**src/rtl/sha256_compress_par.sv**
```systemverilog
// rtl/sha256_compress_par.sv - SHA-256 compression core, ROUNDS_PER_CYCLE rounds unrolled per clock
module sha256_compress_par #(
  parameter int ROUNDS_PER_CYCLE = 1
) (
  input  logic         clk,
  input  logic         reset_n,
  input  logic         in_valid,
  output logic         in_ready,
  input  logic [511:0] chunk,
  input  logic [255:0] state_in,
  input  logic         use_iv,
  output logic         out_valid,
  input  logic         out_ready,
  output logic [255:0] state_out,
  output logic         busy
);
  localparam int R = ROUNDS_PER_CYCLE;
  localparam int CYCLES = 64 / R;
  localparam logic [5:0] LAST = 6'(CYCLES - 1);
  localparam logic [255:0] IV =
    256'h6a09e667bb67ae853c6ef372a54ff53a510e527f9b05688c1f83d9ab5be0cd19;
  localparam logic [31:0] K [0:63] = '{
    32'h428a2f98, 32'h71374491, 32'hb5c0fbcf, 32'he9b5dba5, 32'h3956c25b, 32'h59f111f1, 32'h923f82a4, 32'hab1c5ed5,
    32'hd807aa98, 32'h12835b01, 32'h243185be, 32'h550c7dc3, 32'h72be5d74, 32'h80deb1fe, 32'h9bdc06a7, 32'hc19bf174,
    32'he49b69c1, 32'hefbe4786, 32'h0fc19dc6, 32'h240ca1cc, 32'h2de92c6f, 32'h4a7484aa, 32'h5cb0a9dc, 32'h76f988da,
    32'h983e5152, 32'ha831c66d, 32'hb00327c8, 32'hbf597fc7, 32'hc6e00bf3, 32'hd5a79147, 32'h06ca6351, 32'h14292967,
    32'h27b70a85, 32'h2e1b2138, 32'h4d2c6dfc, 32'h53380d13, 32'h650a7354, 32'h766a0abb, 32'h81c2c92e, 32'h92722c85,
    32'ha2bfe8a1, 32'ha81a664b, 32'hc24b8b70, 32'hc76c51a3, 32'hd192e819, 32'hd6990624, 32'hf40e3585, 32'h106aa070,
    32'h19a4c116, 32'h1e376c08, 32'h2748774c, 32'h34b0bcb5, 32'h391c0cb3, 32'h4ed8aa4a, 32'h5b9cca4f, 32'h682e6ff3,
    32'h748f82ee, 32'h78a5636f, 32'h84c87814, 32'h8cc70208, 32'h90befffa, 32'ha4506ceb, 32'hbef9a3f7, 32'hc67178f2
  };

  generate
    if (R != 1 && R != 2 && R != 4 && R != 8 && R != 16) begin : g_bad_r
      $error("sha256_compress_par: ROUNDS_PER_CYCLE must be 1, 2, 4, 8 or 16");
    end
  endgenerate

  typedef enum logic [1:0] {IDLE, ROUND, DONE} state_t;
  state_t state, state_nx;

  logic        started;
  logic        accept;
  logic [5:0]  cnt;
  logic [5:0]  kidx;
  logic [31:0] hv [0:7];
  logic [31:0] wv [0:7];
  logic [31:0] vn [0:7];
  logic [31:0] win [0:15];
  logic [31:0] ext [0:15+R];
  logic [31:0] t1, t2;
  logic [255:0] h_src;

  function automatic logic [31:0] rotr(input logic [31:0] x, input int n);
    return (x >> n) | (x << (32 - n));
  endfunction
  function automatic logic [31:0] big_sig0(input logic [31:0] x);
    return rotr(x, 2) ^ rotr(x, 13) ^ rotr(x, 22);
  endfunction
  function automatic logic [31:0] big_sig1(input logic [31:0] x);
    return rotr(x, 6) ^ rotr(x, 11) ^ rotr(x, 25);
  endfunction
  function automatic logic [31:0] small_sig0(input logic [31:0] x);
    return rotr(x, 7) ^ rotr(x, 18) ^ (x >> 3);
  endfunction
  function automatic logic [31:0] small_sig1(input logic [31:0] x);
    return rotr(x, 17) ^ rotr(x, 19) ^ (x >> 10);
  endfunction

  // in_ready is held low until the first edge after reset release
  assign in_ready = started && (state == IDLE);
  assign busy     = (state != IDLE);
  assign accept   = in_valid && in_ready;
  assign h_src    = use_iv ? IV : state_in;

  always_ff @(posedge clk or negedge reset_n) begin
    if (!reset_n) state <= IDLE;
    else          state <= state_nx;
  end

  always_comb begin
    state_nx = state;
    case (state)
      IDLE:    if (accept) state_nx = ROUND;
      ROUND:   if (cnt == LAST) state_nx = DONE;
      DONE:    if (out_valid && out_ready) state_nx = IDLE;
      default: state_nx = IDLE;
    endcase
  end

  // ext[0..15] is the window; ext[16..15+R] are the words the next R rounds push in
  always_comb begin
    t1   = '0;
    t2   = '0;
    kidx = '0;
    for (int i = 0; i < 16; i++) ext[i] = win[i];
    for (int k = 0; k < R; k++)
      ext[16+k] = small_sig1(ext[14+k]) + ext[9+k] + small_sig0(ext[1+k]) + ext[k];
    for (int i = 0; i < 8; i++) vn[i] = wv[i];
    for (int k = 0; k < R; k++) begin
      kidx  = 6'(32'(cnt) * 32'(R) + 32'(k));
      t1    = vn[7] + big_sig1(vn[4]) + ((vn[4] & vn[5]) ^ (~vn[4] & vn[6])) + K[kidx] + ext[k];
      t2    = big_sig0(vn[0]) + ((vn[0] & vn[1]) ^ (vn[0] & vn[2]) ^ (vn[1] & vn[2]));
      vn[7] = vn[6];
      vn[6] = vn[5];
      vn[5] = vn[4];
      vn[4] = vn[3] + t1;
      vn[3] = vn[2];
      vn[2] = vn[1];
      vn[1] = vn[0];
      vn[0] = t1 + t2;
    end
  end

  always_ff @(posedge clk or negedge reset_n) begin
    if (!reset_n) begin
      started   <= 1'b0;
      cnt       <= '0;
      out_valid <= 1'b0;
      state_out <= '0;
      for (int i = 0; i < 8; i++) begin
        hv[i] <= '0;
        wv[i] <= '0;
      end
      for (int i = 0; i < 16; i++) win[i] <= '0;
    end else begin
      started <= 1'b1;
      if (accept) begin
        for (int i = 0; i < 8; i++) begin
          hv[i] <= h_src[255-32*i -: 32];
          wv[i] <= h_src[255-32*i -: 32];
        end
        for (int i = 0; i < 16; i++) win[i] <= chunk[511-32*i -: 32];
        cnt <= '0;
      end else if (state == ROUND) begin
        for (int i = 0; i < 8; i++) wv[i] <= vn[i];
        for (int i = 0; i < 16; i++) win[i] <= ext[i+R];
        cnt <= cnt + 6'd1;
        if (cnt == LAST) begin
          for (int i = 0; i < 8; i++) state_out[255-32*i -: 32] <= hv[i] + vn[i];
          out_valid <= 1'b1;
        end
      end else if (state == DONE && out_ready) begin
        out_valid <= 1'b0;
      end
    end
  end
endmodule

```
**config.mk**
```make
export PLATFORM = sky130hd
export DESIGN_NAME = sha256_compress_par
export DESIGN_NICKNAME = d
export VERILOG_FILES = /design/src/rtl/sha256_compress_par.sv
export SDC_FILE = /design/constraint.sdc
export NUM_CORES = 2
export LEC_CHECK = 0
export ABC_AREA = 1
export BUFFER_PORTS_ARGS = -buffer_cell sky130_fd_sc_hd__buf_4
export CORE_AREA = 3 3 405 407
export CTS_BUF_LIST = sky130_fd_sc_hd__clkbuf_8
export CTS_CLUSTER_DIAMETER = 80
export DETAILED_ROUTE_END_ITERATION = 7
export DIE_AREA = 0 0 408 410
export GPL_TIMING_DRIVEN = 1
export PLACE_DENSITY = 0.74
export REMOVE_ABC_BUFFERS = 1
export SLEW_MARGIN = 10
export SYNTH_ARGS = -nofsm -noshare
export SYNTH_HDL_FRONTEND = slang
export SYNTH_SLANG_ARGS = --single-unit
```
**constraint.sdc**
```tcl
create_clock -name clk -period 21.7 [get_ports clk]
set_input_delay 2.17 -clock clk [delete_from_list [all_inputs] [get_ports clk]]
set_output_delay 2.17 -clock clk [all_outputs]
set_load 0.01 [all_outputs]
```
Word-level counts from Yosys, hierarchy flattened. Memory sizes are Yosys's and may differ from the RTL's. Index checks and enable logic that the tools add are counted.

Register bits: 1290. Memory bits (read-only): 2048. Bits of input ports: 773. Output and inout bits: 259. Word-level logic and storage cells: 120. Memories kept: 1.

Memory list: (name not given) (depth 64, width 32, rd ports 1, clocked after Yosys merged registers in 0, write ports 0, RTL line 102) `t1 = vn[7] + big_sig1(vn[4]) + ((vn[4] & vn[5]) ^ (~vn[4] & vn[6])) + K[kidx] + ext[k];`.

$add $sub $neg: 19. Order comparisons: 1. Equality and inequality tests: 6. Mux-type cells: 16. Bitwise operators: 29. Reductions and logical operators: 11.

Operator list (count): 512-bit two-way mux (2); 256-bit two-way mux (3); 32-bit adder (18); 32-bit bitwise XOR (9); 32-bit AND (5); 32-bit two-way mux (2); 32-bit inverter (1); 10-bit by 32-bit OR with 32-bit output (1); 13-bit by 32-bit OR with 32-bit output (1); 14-bit by 32-bit OR with 32-bit output (1); 15-bit by 32-bit OR with 32-bit output (1); 19-bit by 32-bit OR with 32-bit output (1); 21-bit by 32-bit OR with 32-bit output (1); 25-bit by 32-bit OR with 32-bit output (1); 26-bit by 32-bit OR with 32-bit output (1); 30-bit by 32-bit OR with 32-bit output (1); 7-bit by 32-bit OR with 32-bit output (1); 32-bit by 22-bit bitwise XOR with 32-bit output (1); 32-bit by 29-bit bitwise XOR with 32-bit output (1); 6-bit two-way mux (2); 3-bit AND reduction (3); 7-bit greater-or-equal comparator (second input constant) (1); 6-bit inverter with 7-bit output (1); 6-bit by 1-bit adder with 6-bit output (second input constant) (1); other kinds (11) (22).

Depth between registers and ports, before layout.
Word-level depth: 10. Depth in mapped cells: 51. Gate-level depth less buffers: 50.

Worst setup path before layout. OpenSTA, ideal clock, no wires.

Kind: register to register. Start point: register wv (netlist bit vn[90]). End point: register state_out[255]. Arrival: 7205 ps. Data required time: 21583 ps. Setup slack: 14378 ps. Stages on the path, launching flop included: 41. Buffers on the path: 1. Path through: dfrtp_1 > clkbuf_1 > xnor2_1 > xor2_1 > fa_1 > fa_1 > inv_1 > fa_1 > ha_1 > fa_1 > nand3_1 > nand2_1 > nand2_1 > nand2_2 > a21oi_1 > o21ai_0 > a31o_2 > xor2_1 > [5 not listed] > o21ai_0 > a21oi_1 > nand3_2 > inv_2 > o21ai_2 > or2_1 > and2_1 > ha_1 > a21oi_1 > o21ai_0 > nand2_1 > o311ai_0 > a21oi_1 > nand2_1 > xor2_1 > nand3_2 > nand3_1 > nand2_1.

Word-level cells in the longest chain between the ends: 9. Elaborated cells on any way between the ends: 15. Classes of those cells: add/sub: 6; bitwise: 9.

RTL lines: start, declared (RTL line 47) `logic [31:0] wv [0:7];`; start signal, assigned by index (RTL line 131) `wv[i] <= h_src[255-32*i -: 32];`; 21-bit by 32-bit OR with 32-bit output / 26-bit by 32-bit OR with 32-bit output (equally long branches) (RTL line 55) `return (x >> n) | (x << (32 - n));`; 32-bit bitwise XOR (2 in series) (RTL line 61) `return rotr(x, 6) ^ rotr(x, 11) ^ rotr(x, 25);`; 32-bit adder (RTL line 102); 32-bit adder * (3 in series) (RTL line 102); 32-bit adder * (RTL line 111) `vn[0] = t1 + t2;`; 32-bit adder * (RTL line 140) `for (int i = 0; i < 8; i++) state_out[255-32*i -: 32] <= hv[i] + vn[i];`; end signal, assigned (RTL line 120) `state_out <= '0;`; end, declared (RTL line 14) `output logic [255:0] state_out,`.

Mark *: on every way between the ends. The rest lies on a longest branch, timed or not. A chain may end at the register's enable or synchronous reset.

Worst setup path after layout.
Start point: register cnt[4]. End point: register state_out[255].

Word-level cells in the longest chain between the ends: 8. Elaborated cells on any way between the ends: 10. Classes of those cells: add/sub: 4; eq/ne: 1; mux: 2; bitwise: 1; reduce/logical: 1; memory: 1.

RTL lines: start, declared (RTL line 44) `logic [5:0] cnt;`; start signal, assigned (RTL line 138) `cnt <= cnt + 6'd1;`; 6-bit inverter with 7-bit output (implied by the code) (RTL line 102); memory read 64 x 32 bit; 32-bit two-way mux (implied by the code) (2 in series) (RTL line 102); 32-bit adder (2 in series) (RTL line 102); 32-bit adder (RTL line 111); 32-bit adder (RTL line 140).

Several ways; a longest one is shown, not always the timed one. The select of a mux whose other input is x is not followed.

==> out/qor.csv <==
stage,metric,value,unit
timing,Setup-failing EPs final,0,
route,DRC,19,
route,Post-Route WL,381000,um
yosys,ys flop type,dfrtp_1,
yosys,Yosys cell types,77,
worst_setup_path,crit path capture type,flop,
global_routing,antenna violations before repair,37,
timing,Achievable Freq,0.0987,GHz
status,failing checks,design-rule violations,
route,First-pass DRT Iterations,8,
status,outcome,"complete, but fails checks",
yosys,ys async rst share,100,%
floorplanning,number of I/O pins,1032,
global_routing,Overflow after GRT,0,
yosys,"top cells by area, synth","dfrtp_1 37%, o21ai_0 12%, nand2_1 9.5%, inv_1 7.6%, ha_1 5.8%",
yosys,area share of and/or/nand/nor cells after synthesis,16.1,%
timing,Fin Setup TNS,0,ps
route,"antenna viol nets, final",0,
yosys,post-synthesis instance total,11400,
yosys,number of enable flip-flop cells after synthesis,0,
global_routing,first-pass GRT wire length,550000,um
yosys,register area share after synthesis,37.4,%
yosys,Post-Synth Adder-Cell Area,10.4,%
floorplanning,initial core utilization,53.8,%
worst_setup_path,critical path required time,22620,ps
clock_network,clk buf depth,3,
floorplanning,die area,167000,sq um
timing,period utilization,46.7,%
route,Routed WL per cell,26.2,um
yosys,XOR/XNOR Fraction of Synth Area,4.60,%
timing,Fin Clk Skew,64.9,ps
route,via count,87600,
worst_setup_path,CP startpoint kind,flop,
worst_setup_path,cell at the slowest stage of the critical path,nor2_1,
clock_network,setup repair bufs after CTS,0,
worst_setup_path,Worst EP arrival,11050,ps
yosys,"FF+latch count, synth",1290,
timing,max-slew violations,0,
floorplanning,Die X,408,um
place,Placer Congestion,1.07,
place,DPL Wire Length,299000,um
global_routing,vias in the first global route,85300,
floorplanning,Die H,410,um
clock_network,CTS root buf,clkbuf_8,
yosys,Yosys Warn Count,0,
min_path,Hold Path Depth,2,
worst_setup_path,Critical Path Fanout Max,31,
clock_network,clock-pin slew on the worst setup and hold paths,60,ps
worst_setup_path,Reg2Reg Depth,38,
yosys,Compound-Gate Fraction of Synth Area,21.2,%
clock_network,CTS Buf Count,218,
floorplanning,core box area,161000,sq um
yosys,multiplexer area fraction after synthesis,0,%
run,total of max-cap violations,0,
yosys,syn avg cell area,7.60,sq um
place,I/O Buffers,1031,
final_layout,share of layout cells above drive strength 1,13.5,%
final_layout,Layout area overhead,16.1,%
route,average via count per standard cell,6.03,
timing,fin crit period,10130,ps
min_path,Hold Crit Class,flop to flop,
yosys,"area leader, netlist",dfrtp_1,
global_routing,largest net degree at the start of global routing,269,
timing,Slew HR,8.66,%
clock_network,worst-skew pair later-pin latency,1060,ps
clock_network,TritonCTS clock tree,done,
clock_network,hold-fix buffers at CTS,0,
timing,Final Hold Fails,0,
worst_setup_path,critical path class,flop to flop,
yosys,Yosys top cell area share,37.4,%
yosys,Syn Std Cell Area,86300,sq um
global_routing,GRT Total Usage,44.1,%
clock_network,clk sinks,1290,
clock_network,H-tree depth,4,
yosys,largest family of logic cells by synthesized area,compound AO/OA/AOI/OAI gates,
route,drt first-iter violations,11600,
worst_setup_path,"Largest stage delay, worst path",700,ps
final_layout,fin nets,13500,
floorplanning,Core Rows,147,
timing,RSZ-0062 raised after global routing,no,
clock_network,cts repair resizes,0,
timing,worst-margin pin slew,1360,ps
==> cell type report <==
cell class                      count  area [sq um]
Multi-Input combinational cell   7764         45200
Clock inverter                    121           911
Tap cell                         2160          2700
Timing Repair Buffer             1105          8420
Sequential cell                  1290         32300
Antenna cell                       29          72.6
Clock buffer                      284          3910
Inverter                         1782          6720
Fill cell                       13900         60400
==> sequential cells by signal, indices dropped and copies added (netlist names) <==
register and flops:
ext 512, hv 256, state_out 256, vn 192, wv 64, cnt 6
state 2, out_valid 1, started 1
==> routing by layer <==
layer / vias to the layer above / wire [um] / global-route usage, %
met3: 1363 / 42700 / 11.9
met4: 14 / 32300 / 30.7
li1: 38700 / - / -
met5: - / 133 / 0
met2: 5925 / 164000 / 65.9
met1: 41600 / 142000 / 55.7
==> critical path, delay by kind of cell, from the launching register on <==
family | cells | cell delay [ps]
xor+xnor | 2 | 420
buf+inv | 7 | 1990
simple gates | 12 | 2480
fa+ha+maj | 5 | 1980
flops | 1 | 320
compound gates | 12 | 2790
==> worst paths after layout <==
kind | from | endpoint | slack, ps
worst min register to register | state_out[16] | state_out[16] | 480
max in group asynchronous | reset_n | ext[384] | 15890
worst max register to register | cnt[4] | state_out[255] | 11570
worst max-delay path | cnt[4] | state_out[255] | 11570
worst min-delay path | state_out[16] | state_out[16] | 480
min in group asynchronous | reset_n | out_valid | 1060
==> metrics by stage <==
stage / util (%) / cell area [sq um] / hold WS [ps] / instances / worst slack [ps]
2_1_floorplan: - / 84100 / 449 / 10800 / 1990
3_3_place_gp: 59.3 / 95300 / 462 / 14100 / 11670
3_5_place_dp: 59.3 / 95300 / 466 / 14100 / 11640
4_1_cts: 62.3 / 100000 / 483 / 14500 / 11650
5_1_grt: 62.4 / 100000 / 489 / 14500 / 10920
6_report: 62.4 / 100000 / 477 / 14500 / 11570
==> cells by family (layout without fill, tap and decap cells) <==
logic type | Yosys count | count (layout)
AOI/OAI and AO/OA | 3351 | 3351
xor gates and xnor gates | 448 | 448
adders and majority gates | 599 | 599
buffers and inverters | 2298 | 3292
DFF | 1290 | 1290
other | 1 | 30
and+or+nand+nor | 3365 | 3365
==> synth_stat cells, drive strengths merged (33+ instances only) <==
master,number
a21o,40
a21oi,618
a221oi,33
a31oi,53
buf,173
clkbuf,343
dfrtp,1290
fa,196
ha,403
inv,1779
nand2,2201
nand3,336
nand4,34
nor2,560
nor3,88
o211ai,57
o21ai,2184
o21bai,58
o22ai,165
or2,85
xnor2,224
xor2,224
==> cells in the final DEF, fill, tap and decap left out, types with 40 or more instances in the layout <==
| cell | count |
|---|---|
| or2_2 | 60 |
| a21o_1 | 40 |
| nor3_1 | 85 |
| inv_1 | 1814 |
| xnor2_1 | 223 |
| o21ai_1 | 98 |
| nand3_1 | 322 |
| buf_4 | 1096 |
| o211ai_1 | 46 |
| nand2_1 | 2179 |
| ha_1 | 403 |
| o21bai_1 | 57 |
| nor2_1 | 553 |
| o21ai_0 | 2055 |
| dfrtp_1 | 1289 |
| xor2_1 | 219 |
| o22ai_1 | 165 |
| a31oi_1 | 53 |
| fa_1 | 196 |
| a21oi_1 | 595 |
| clkbuf_8 | 284 |
Power is not shown: default switching activity piles up to over one toggle a cycle in this logic, so the estimate is an artifact.
